`src/rtl/serial_sub_16bit_pkg.sv`:
```
// ---------------------------------------------------------------------------
// serial_sub_16bit_pkg
//   Shared definitions for the chunk-serial subtractor: FSM state encodings
//   and the helper that derives the number of chunks per operation.
// ---------------------------------------------------------------------------
package serial_sub_16bit_pkg;

   // FSM state encodings (kept as plain constants for legacy tools)
   localparam logic [1:0] IDLE = 2'd0;
   localparam logic [1:0] RUN  = 2'd1;
   localparam logic [1:0] DONE = 2'd2;

   // Cycles spent in RUN for one operation
   function automatic int nchunk(input int width, input int chunk);
      return width / chunk;
   endfunction

endpackage

```
`src/rtl/serial_sub_16bit_sub_chunk.sv`:
```
// ---------------------------------------------------------------------------
// sub_chunk
//   Combinational CHUNK-bit subtract slice: {bout_o, diff_o} = a_i - b_i - bin_i.
//   Ports:
//     a_i    [CHUNK-1:0]  minuend slice
//     b_i    [CHUNK-1:0]  subtrahend slice
//     bin_i               borrow into this slice
//     diff_o [CHUNK-1:0]  difference slice
//     bout_o              borrow out of this slice
// ---------------------------------------------------------------------------
module sub_chunk #(
   parameter int CHUNK = 4
) (
   input  logic [CHUNK-1:0] a_i,
   input  logic [CHUNK-1:0] b_i,
   input  logic             bin_i,
   output logic [CHUNK-1:0] diff_o,
   output logic             bout_o
);

   logic [CHUNK:0] res;

   // One extra bit catches the wrap: it is set exactly when the slice borrows
   assign res    = {1'b0, a_i} - {1'b0, b_i} - {{CHUNK{1'b0}}, bin_i};
   assign diff_o = res[CHUNK-1:0];
   assign bout_o = res[CHUNK];

endmodule

```
`src/rtl/serial_sub_16bit.sv`:
```
// ---------------------------------------------------------------------------
// serial_sub_16bit
//   Multi-cycle unsigned subtractor diff = a - b - bin, CHUNK bits per clock,
//   least-significant chunk first; the borrow is carried between cycles in a
//   register. One op takes NCHUNK RUN cycles plus one DONE cycle.
//   Ports:
//     clk, rst_n        clock, async active-low reset
//     start             request, accepted only while ready=1
//     a, b, bin         operands, sampled on the accepting edge
//     ready             1 while idle
//     done              one-cycle pulse, diff/bout valid
//     diff, bout        result and borrow-out, held until the next result
//     ovf               signed overflow (only with SERIAL_SUB_OVF_EN defined)
//   Configuration macro: SERIAL_SUB_OVF_EN adds the ovf output and logic.
// ---------------------------------------------------------------------------
module serial_sub_16bit
   import serial_sub_16bit_pkg::*;
#(
   parameter int WIDTH = 16,
   parameter int CHUNK = 4
) (
   input  logic             clk,
   input  logic             rst_n,
   input  logic             start,
   input  logic [WIDTH-1:0] a,
   input  logic [WIDTH-1:0] b,
   input  logic             bin,
   output logic             ready,
   output logic             done,
   output logic [WIDTH-1:0] diff,
   output logic             bout
`ifdef SERIAL_SUB_OVF_EN
  ,output logic             ovf
`endif
);

   localparam int NCHUNK = nchunk(WIDTH, CHUNK);
   localparam int IDXW   = (NCHUNK > 1) ? $clog2(NCHUNK) : 1;
   localparam logic [IDXW-1:0] LAST_IDX = IDXW'(NCHUNK - 1);

   logic [1:0]       state_q, state_d;
   logic [WIDTH-1:0] a_q, a_d;
   logic [WIDTH-1:0] b_q, b_d;
   logic [WIDTH-1:0] work_q, work_d;
   logic [WIDTH-1:0] diff_q, diff_d;
   logic             brw_q, brw_d;
   logic             bout_q, bout_d;
   logic [IDXW-1:0]  idx_q, idx_d;
`ifdef SERIAL_SUB_OVF_EN
   logic             ovf_q, ovf_d;
`endif

   logic [31:0]      base;
   logic [CHUNK-1:0] a_sl, b_sl, d_sl;
   logic             bw;
   logic [WIDTH-1:0] work_nxt;

   // Chunk select: the single slice subtractor is time-shared across idx
   assign base = 32'(idx_q) * 32'(CHUNK);
   assign a_sl = a_q[base +: CHUNK];
   assign b_sl = b_q[base +: CHUNK];

   sub_chunk #(.CHUNK(CHUNK)) u_chunk (
      .a_i    (a_sl),
      .b_i    (b_sl),
      .bin_i  (brw_q),
      .diff_o (d_sl),
      .bout_o (bw)
   );

   // Working register with this cycle's slice merged in; on the last chunk
   // this is the complete result and goes straight to diff.
   always_comb begin
      work_nxt = work_q;
      work_nxt[base +: CHUNK] = d_sl;
   end

   always_comb begin
      state_d = state_q;
      a_d     = a_q;
      b_d     = b_q;
      work_d  = work_q;
      diff_d  = diff_q;
      brw_d   = brw_q;
      bout_d  = bout_q;
      idx_d   = idx_q;
`ifdef SERIAL_SUB_OVF_EN
      ovf_d   = ovf_q;
`endif
      case (state_q)
         IDLE: begin
            if (start) begin
               state_d = RUN;
               a_d     = a;
               b_d     = b;
               brw_d   = bin;
               idx_d   = '0;
            end
         end
         RUN: begin
            work_d = work_nxt;
            brw_d  = bw;
            idx_d  = idx_q + IDXW'(1);
            if (idx_q == LAST_IDX) begin
               state_d = DONE;
               idx_d   = '0;
               diff_d  = work_nxt;
               bout_d  = bw;
`ifdef SERIAL_SUB_OVF_EN
               // Operands of different sign and result sign differs from a
               ovf_d   = (a_q[WIDTH-1] != b_q[WIDTH-1]) &&
                         (work_nxt[WIDTH-1] != a_q[WIDTH-1]);
`endif
            end
         end
         DONE:    state_d = IDLE;
         default: state_d = IDLE;
      endcase
   end

   always_ff @(posedge clk or negedge rst_n) begin
      if (!rst_n) begin
         state_q <= IDLE;
         a_q     <= '0;
         b_q     <= '0;
         work_q  <= '0;
         diff_q  <= '0;
         brw_q   <= 1'b0;
         bout_q  <= 1'b0;
         idx_q   <= '0;
`ifdef SERIAL_SUB_OVF_EN
         ovf_q   <= 1'b0;
`endif
      end else begin
         state_q <= state_d;
         a_q     <= a_d;
         b_q     <= b_d;
         work_q  <= work_d;
         diff_q  <= diff_d;
         brw_q   <= brw_d;
         bout_q  <= bout_d;
         idx_q   <= idx_d;
`ifdef SERIAL_SUB_OVF_EN
         ovf_q   <= ovf_d;
`endif
      end
   end

   assign ready = (state_q == IDLE);
   assign done  = (state_q == DONE);
   assign diff  = diff_q;
   assign bout  = bout_q;
`ifdef SERIAL_SUB_OVF_EN
   assign ovf   = ovf_q;
`endif

endmodule

```
`config.mk`:
```
export PLATFORM = sky130hd
export DESIGN_NAME = serial_sub_16bit
export DESIGN_NICKNAME = d
export VERILOG_FILES = /design/src/rtl/serial_sub_16bit_pkg.sv /design/src/rtl/serial_sub_16bit_sub_chunk.sv /design/src/rtl/serial_sub_16bit.sv
export SDC_FILE = /design/constraint.sdc
export NUM_CORES = 1
export LEC_CHECK = 0
export BUFFER_PORTS_ARGS = -buffer_cell sky130_fd_sc_hd__buf_2
export CORE_AREA = 2 2 88 90
export CTS_BUF_LIST = sky130_fd_sc_hd__clkbuf_8
export CTS_CLUSTER_SIZE = 20
export DETAILED_ROUTE_END_ITERATION = 12
export DIE_AREA = 0 0 90 92
export GPL_ROUTABILITY_DRIVEN = 0
export PLACE_DENSITY_LB_ADDON = 0.1
export SLEW_MARGIN = 20
export SYNTH_ARGS = -nofsm -noshare
export SYNTH_HDL_FRONTEND = slang
export SYNTH_SLANG_ARGS = --single-unit
```
`constraint.sdc`:
```
create_clock -name clk -period 3.2 [get_ports clk]
set_input_delay 0.16 -clock clk [delete_from_list [all_inputs] [get_ports clk]]
set_output_delay 0.16 -clock clk [all_outputs]
set_load 0.02 [all_outputs]
```
==> results of run 1 <==
## logic make-up after synthesis
kind of cell	Yosys count
AO/OA/AOI/OAI	45
adder cells (fa/ha/maj)	12
buffers and inverters	29
AND/OR/NAND/NOR	55
multiplexers	40
flip-flops	70
XOR/XNOR	4
## registers in the layout, summed over array words and instances, names as in the netlist
name and flops:
idx_q 2, diff 16, brw_q 1, bout 1, work_q 16, state_q 2
a_q 16, b_q 16
## layer usage
metal / track usage [%] / up-vias
met1: 23.6 / 1099
met2: 28.6 / 58
met3: 3.04 / 11
met5: 0 / -
met4: 7.31 / 0
li1: - / 1046
## per-stage QoR
step / util [%] / instances / power (mW) / worst slack [ns]
after global routing: 52.1 / 423 / 5.28 / 0.320
after floorplan: - / 255 / 3.42 / 0.546
after detailed placement: 49.0 / 407 / 4.14 / 0.531
after CTS: 52.1 / 423 / 4.94 / 0.524
final: 52.1 / 423 / 4.87 / 0.565
after global placement: 49.0 / 407 / 4.09 / 0.598
## power breakdown
group / internal [mW] / total (mW) / switching, mW
Sequential: 1.30 / 1.52 / 0.216
Clock: 0.475 / 0.791 / 0.316
Combinational: 1.09 / 2.56 / 1.48
## cell type report
type                       instances  share of cell area [%]
sequential                        70                    45.1
multi-input combinational        156                    35.2
timing repair buffer              63                    9.09
clock buffer                      11                    3.90
tap                              102                    3.29
clock inverter                     4                    1.80
inverter                          17                    1.64
## what timing repair did
item	in CTS	in global routing
setup buffers	0	0
endpoints found under the hold margin	34	0
hold buffers	1	0
gates resized for setup	0	0
## critical path: stages (launching register included)
cell	delay, ns
dfrtp_1	0.37
buf_4	0.26
mux4_2	0.55
fa_1	0.40
ha_1	0.19
nand2b_1	0.15
a21oi_2	0.16
xor2_1	0.29
o21ai_0	0.14
## cell usage in the layout, fill, tap and decap left out, types with 2 or more instances in the layout
cell type   n
a221oi_1   11
buf_4       7
bufinv_16   2
o21ai_0     6
buf_2      54
nor3b_1     4
nand2b_1    2
nor2b_1     2
clkinv_2    2
o31ai_1     2
mux2_2     32
nor2_1     25
inv_1      17
clkbuf_8   11
nand2_1    14
ha_1       10
nor3_1      2
mux4_2      8
xnor2_1     3
a32o_1      8
dfrtp_1    70
fa_1        2
a22o_1      8
a21oi_1     6
## final timing paths
check	from	to	slack [ns]	depth (start not counted)
worst max register to register	idx_q[0]	diff[11]	0.56	8
worst min-delay path	b[7]	b_q[7]	0.05	2
max in group asynchronous	rst_n	a_q[12]	2.06	3
worst max-delay path	idx_q[0]	diff[11]	0.56	8
min in group asynchronous	rst_n	work_q[8]	0.47	2
worst min register to register	diff[5]	diff[5]	0.48	2
==> impl_metrics.tcl, run 1 <==
set metrics [dict create \
    layout_min_cycle_time_ns 2.64 \
    endpoint_kind "register" \
    yosys.area.top_type "dfrtp_1" \
    fmax_mhz 380 \
    die_y_um 92 \
    dr_wl_met3_um 238 \
    wl_met1_um 3120 \
    seq_area_mm2 0.00175 \
    top_layer "met4" \
    fillers 697 \
    grt_pass1_vias 2318 \
    clock-sinks 70 \
    synth_top_family_by_area "multiplexers" \
    place_area_mm2 0.00365 \
    synth_mux_area_share_pct 16.7 \
    status "finished, final reports clean" \
    core_mm2 0.00745 \
    synth.most_common_cell "dfrtp_1" \
    drive_gt1_share_pct 37.7 \
    finalCritPeriodShare_pct 82.3 \
    grt_max_degree 38 \
    route.detailed.drc 0 \
    peakVddDrop_uv 536 \
    met2_length_um 3210 \
    cp_max_fo 14 \
    synth_edf_count 0 \
    start_kind "register" \
    criticalPathCategory "register to register" \
    fin_area_mm2 0.00388 \
    syn_inst 255 \
    relSlewSlack_pct 43.5 \
    hold_viol 0 \
    synth_top_area_share_pct 54.3 \
    synthesis.area_mm2 0.00323 \
    grt-ovfl-total 0 \
    worst_pin_slew_ns 0.847 \
    antenna_found_initial 0 \
    vias 2214 \
    cts_buffer_depth 2 \
    io_buffers 54 \
    drtIter0Drc 105 \
    cp_data_arrival_time_ns 2.84 \
    post_drt_wl_per_cell_um 15.8 \
    yosys-top-cells-area "dfrtp_1, mux2_2, mux4_2, ha_1, a221oi_1" \
    clk_pin_slew_ns 0.07 \
    multiInputGateArea_mm2 0.00137 \
    cp_data_required_time_ns 3.41 \
    diodes 0 \
    synthTopCellsByCount "dfrtp_1, mux2_2, nor2_1" \
    syn_nets 303 \
    cts_root_buf "clkbuf_8" \
    ys_ff_latch 70 \
    finalSetupTns_ns 0 \
    dieArea_mm2 0.00828 \
    drtAntennaViolNets 0 \
    yosys.area_share.simple_pct 8.26 \
    cts_buffers 9 \
    synth.distinct_cells 32 \
    synth-main-ff-cell "dfrtp_1" \
    synth-async-reset-ratio_pct 100 \
    place_hpwl_um 4800 \
    syn_area_per_cell_um2 12.7 \
    power_leakage_nw 1.79 \
    clk_latency_ns 0.34 \
    start_util_pct 43.3 \
    synthAdderAreaFrac_pct 5.12 \
    syn2layout_area_growth_pct 20.3 \
    io_pins 55 \
    clock_skew_ns 0.00463 \
    htreeDepth 3 \
    tritoncts "built" \
    synth-seq-area-share_pct 54.3 \
    die_w_um 90 \
    yosysWarningCount 0 \
    nets 365 \
    grt_usage_pct 17.6 \
    routed_wl_um 6670 \
    setup_viol 0 \
    synth-xor-area-share_pct 1.09 \
    hold_path.class "input pin to register" \
    rows 32 \
    slew_violations 0 \
    maxCapViolCount 0 \
    timing.hold.ws_ns 0.0504 \
    post_drt_via_cell_ratio 5.23 \
    rsz0062_at_grt "no" \
    dr.pass1.iters 4 \
    grt_pass1_wl_um 11400 \
    p_per_area_mw_per_mm2 1250 \
    synth-compound-area-share_pct 10.9 \
]
Note: power is estimated with default switching activity, not from simulation.
==> run 2: changes to the inputs <==
Clock period 3.2 ns to 2.5 ns, I/O delays scaled along.
==> run 2 against run 1 <==
Final area up 1.8%. Critical path type unchanged. Global-route usage up 0.13 points. Worst hold slack worse by 0.095 ns. The run now ends with negative hold slack left. First-iteration DRC count down 1.9%. Critical path depth unchanged. Die area unchanged. Register-to-register slack worse by 0.47 ns.
==> impl_metrics.tcl, run 2 (synthesis gave the netlist of run 1 again) <==
set metrics [dict create \
    diodes 0 \
    critPathMaxStageDelay_ns 0.54 \
    cts_setup_buffers 0 \
    dieArea_mm2 0.00828 \
    grt_usage_pct 17.7 \
    endpoint_kind "register" \
    antenna_found_initial 0 \
    drtIter0Drc 103 \
    critPathSlowestCell "mux4_2" \
    vias 2232 \
    post_drt_via_cell_ratio 5.15 \
    route.detailed.drc 0 \
    clk_pin_slew_ns 0.07 \
    cts_buffers 9 \
    layout_min_cycle_time_ns 2.40 \
    clock-sinks 70 \
    cp_data_required_time_ns 2.74 \
    grt-ovfl-total 0 \
    post_drt_wl_per_cell_um 15.9 \
    start_util_pct 43.3 \
    setup_viol 0 \
    drtAntennaViolNets 0 \
    tritoncts "built" \
    place_hpwl_um 4880 \
    clock_skew_ns 0.00640 \
    routed_wl_um 6870 \
    syn2layout_area_growth_pct 22.4 \
    drive_gt1_share_pct 41.7 \
    start_kind "register" \
    slew_violations 0 \
    fillers 695 \
    fmax_mhz 416 \
    die_w_um 90 \
    crit_family "adder cells" \
    layout_common_cells "dfrtp_1, buf_2, mux2_2" \
    dr.pass1.iters 5 \
    io_pins 55 \
    rsz0062_at_grt "yes" \
    timing.hold.ws_ns -0.0443 \
    hold_viol 28 \
    grt_pass1_vias 2239 \
    cp_max_fo 4 \
    failed_checks "negative hold slack" \
    die_y_um 92 \
    cp_data_arrival_time_ns 2.64 \
    status "finished with violations" \
    layout_commonest_cell "dfrtp_1" \
    cts_buffer_depth 2 \
    grt_max_degree 71 \
    grt_pass1_wl_um 11300 \
    finalSetupTns_ns 0 \
    htreeDepth 3 \
    nets 374 \
    criticalPathCategory "register to register" \
    hold_path.class "input pin to async pin" \
    io_buffers 54 \
    worst_pin_slew_ns 0.872 \
    cp_num_buf_inv 1 \
    clk_latency_ns 0.34 \
    fin_util_pct 53.1 \
    rows 32 \
    cts_root_buf "clkbuf_8" \
    maxCapViolCount 0 \
    relSlewSlack_pct 41.9 \
    finalCritPeriodShare_pct 96.2 \
    core_mm2 0.00745 \
    cp_cell_sequence "mux4_2, fa_2, ha_1, nand2b_4, a21oi_4, xnor2_1, buf_4, a32o_1" \
]
## run 2: cell count changes in the layout (fill, tap and decap cells not counted), moves of 2 or more
cell,delta
bufinv_16,-2
fa_1,-2
a221oi_1,-3
inv_1,+2
buf_4,+9
fa_2,+2
a221oi_2,+3
## run 2: final cells by class
class                      instances  area, µm²  share of cell area, %
timing repair buffer              72        415                   10.5
tap                              102        128                   3.23
clock inverter                     6       30.0                  0.760
sequential                        70       1750                   44.3
multi-input combinational        156       1430                   36.1
inverter                          17       63.8                   1.61
clock buffer                      10        138                   3.48
## run 2: per-stage QoR
| step | instances | hold WS (ns) | setup WS (ns) | instance area (µm²) |
|---|---|---|---|---|
| 2_1_floorplan | 255 | -0.171 | 0.00854 | 3240 |
| 3_5_place_dp | 416 | 0.361 | -0.0636 | 3710 |
| 5_1_grt | 433 | 0.00552 | -0.00647 | 3950 |
| 6_report | 433 | -0.0443 | 0.0951 | 3950 |
| 4_1_cts | 433 | 0.000707 | 0.0269 | 3890 |
| 3_3_place_gp | 416 | 0.357 | 0.0106 | 3710 |
## run 2: path summary, 6_finish.rpt
| kind | startpoint | to | slack, ns | depth (start not counted) |
|---|---|---|---|---|
| min in group clk | a[12] | a_q[12] | 0.01 | 2 |
| max in group asynchronous | rst_n | idx_q[0] | 1.89 | 2 |
| max reg2reg | idx_q[0] | work_q[7] | 0.1 | 8 |
| min | rst_n | diff[8] | -0.04 | 2 |
| min reg2reg | diff[5] | diff[5] | 0.49 | 2 |
| max | idx_q[0] | work_q[7] | 0.1 | 8 |
## run 2: what timing repair did
action                                  CTS  global route
gates resized for setup                   1            11
pin swaps                                 0             3
endpoints found under the hold margin     1             0
endpoints found under the setup margin    4            21
hold buffers                              1             0
## run 2: layer usage
| layer | GRT usage [%] | share of wire, % | vias up |
|---|---|---|---|
| met5 | 0 | 0 | - |
| met4 | 8.85 | 2.0 | 0 |
| met3 | 3.45 | 4.2 | 11 |
| met2 | 28.3 | 48 | 53 |
| met1 | 23.3 | 46 | 1105 |
| li1 | - | - | 1063 |
Power of run 2 is not shown: default switching activity piles up to over one toggle a cycle in this logic, so the estimate is an artifact.
==> run 3: changes to the inputs <==
Settings changed: ABC_AREA set to 0, GPL_TIMING_DRIVEN set to 0, HOLD_SLACK_MARGIN set to 0.02.
==> run 3 against run 2 <==
The flow finishes with violations (negative setup slack). First-iteration DRC count rose by 2.9%. Non-clock buffer count grew 33. Setup slack worse by 0.13 ns. Final area up 12%. Cell count increased by 7.6%. Wire length up 7.6%. Via count increased by 6.4%. Maximum frequency is 5.3% lower. Core utilization grew 6.2 points. Count of clock-buffer cells in the layout did not move.
==> impl_metrics.tcl, run 3 (synthesis gave the netlist of run 1 again) <==
set metrics [dict create \
    status "finished with violations" \
    failed_checks "negative setup slack" \
    finalSetupTns_ns -0.151 \
    start_util_pct 43.3 \
    cp_cell_sequence "buf_2, mux4_2, fa_2, ha_1, a21oi_4, xnor2_4, a32o_1" \
    layout_min_cycle_time_ns 2.54 \
    cp_data_required_time_ns 2.74 \
    fin_area_mm2 0.00442 \
    core_mm2 0.00745 \
    post_drt_via_cell_ratio 5.10 \
    endpoint_kind "register" \
    clock-sinks 70 \
    grt_usage_pct 20.4 \
    grt.met3_usage_pct 3.53 \
    antenna_found_initial 0 \
    maxCapViolCount 0 \
    setup_viol 11 \
    fmax_mhz 394 \
    layout_common_cells "dfrtp_1, buf_2, dlygate4sd3_1" \
    post_drt_wl_per_cell_um 15.9 \
    crit_family "adder cells" \
    hold_viol 0 \
    met2_usage_pct 34.5 \
    nets 407 \
    tritoncts "built" \
    cts_buffer_depth 2 \
    cts_buffers 9 \
    criticalPathCategory "register to register" \
    place_area_mm2 0.00366 \
    grt_pass1_vias 2554 \
    grt-ovfl-total 0 \
    cts_root_buf "clkbuf_8" \
    layout_commonest_cell "dfrtp_1" \
    layout_setup_ws_ns -0.0394 \
    slew_violations 0 \
    rows 32 \
    place_hpwl_um 4960 \
    relSlewSlack_pct 49.5 \
    cp_max_fo 9 \
    diodes 0 \
    htreeDepth 3 \
    io_pins 55 \
    routed_wl_um 7390 \
    clk_latency_ns 0.35 \
    vias 2375 \
    drive_gt1_share_pct 40.1 \
    dr.pass1.iters 4 \
    grt_pass1_wl_um 12900 \
    dieArea_mm2 0.00828 \
    io_buffers 54 \
    syn2layout_area_growth_pct 36.8 \
    layout.cells.non_filler 466 \
    clk_pin_slew_ns 0.08 \
    critPathMaxStageDelay_ns 0.40 \
    grt_util_met1_pct 25.2 \
    hold_path.class "input pin to register" \
    critPathSlowestCell "dfrtp_1" \
    grt.busiest_layer "met2" \
    die_w_um 90 \
    drtAntennaViolNets 0 \
    drtIter0Drc 106 \
    clock_skew_ns 0.00963 \
    finalCritPeriodShare_pct 102 \
    route.detailed.drc 0 \
    cp_data_arrival_time_ns 2.78 \
    worst_pin_slew_ns 0.751 \
    placed_cells 412 \
    grt_max_degree 42 \
    cp_num_buf_inv 1 \
    rsz0062_at_grt "yes" \
    start_kind "register" \
    die_y_um 92 \
]
run 3: what timing repair did:
| item | 4_1_cts | 5_1_grt |
|---|---|---|
| setup endpoints to repair | 28 | 29 |
| gates cloned | 0 | 0 |
| hold buffers | 33 | 0 |
| hold endpoints to repair | 61 | 0 |
| pin swaps | 4 | 6 |
| gates resized for setup | 25 | 12 |
| setup buffers | 4 | 1 |
run 3: final timing paths:
path | from | cells past startpoint | slack (ns) | endpoint
worst min register to register | work_q[15] | 1 | 0.49 | work_q[15]
worst max register to register | idx_q[1] | 7 | -0.04 | work_q[7]
min in group asynchronous | rst_n | 2 | 0.25 | work_q[11]
max in group asynchronous | rst_n | 3 | 1.70 | brw_q
worst max-delay path | idx_q[1] | 7 | -0.04 | work_q[7]
worst min-delay path | bin | 3 | 0.06 | brw_q
run 3: layout make-up:
cell class | count | area [µm²]
fillers | 667 | 3030
flip-flops and latches | 70 | 1750
multi-input cells | 156 | 1520
repair buffers | 93 | 661
clock buffers | 10 | 138
well taps | 102 | 128
clock inverters | 6 | 85.1
plain buffers | 12 | 67.6
inverters | 17 | 66.3
run 3: layer usage:
layer	up-vias	part of all wire, %
li1	1128	-
met1	1182	43
met2	54	51
met3	11	3.7
met4	0	2.2
met5	-	0
run 3: worst register-to-register path: cells and delay by family, from the launching register on:
| kind | cells | cell delay (ns) |
|---|---|---|
| buffers and inverters | 1 | 0.29 |
| AOI/OAI and AO/OA | 2 | 0.55 |
| muxes | 1 | 0.38 |
| xor gates and xnor gates | 1 | 0.12 |
| adders and majority gates | 2 | 0.70 |
| DFF | 1 | 0.40 |
run 3: per-stage QoR:
stage	setup slack, ns	hold slack, ns	util (%)
final	-0.0394	0.0612	59.3
after global routing	-0.127	0.0714	59.3
after CTS	-0.0510	0.0473	58.5
after detailed placement	-0.597	0.0781	49.1
after global placement	-0.597	0.357	48.8
after floorplan	0.00854	-0.171	-
Power of run 3 is left out for the same reason.
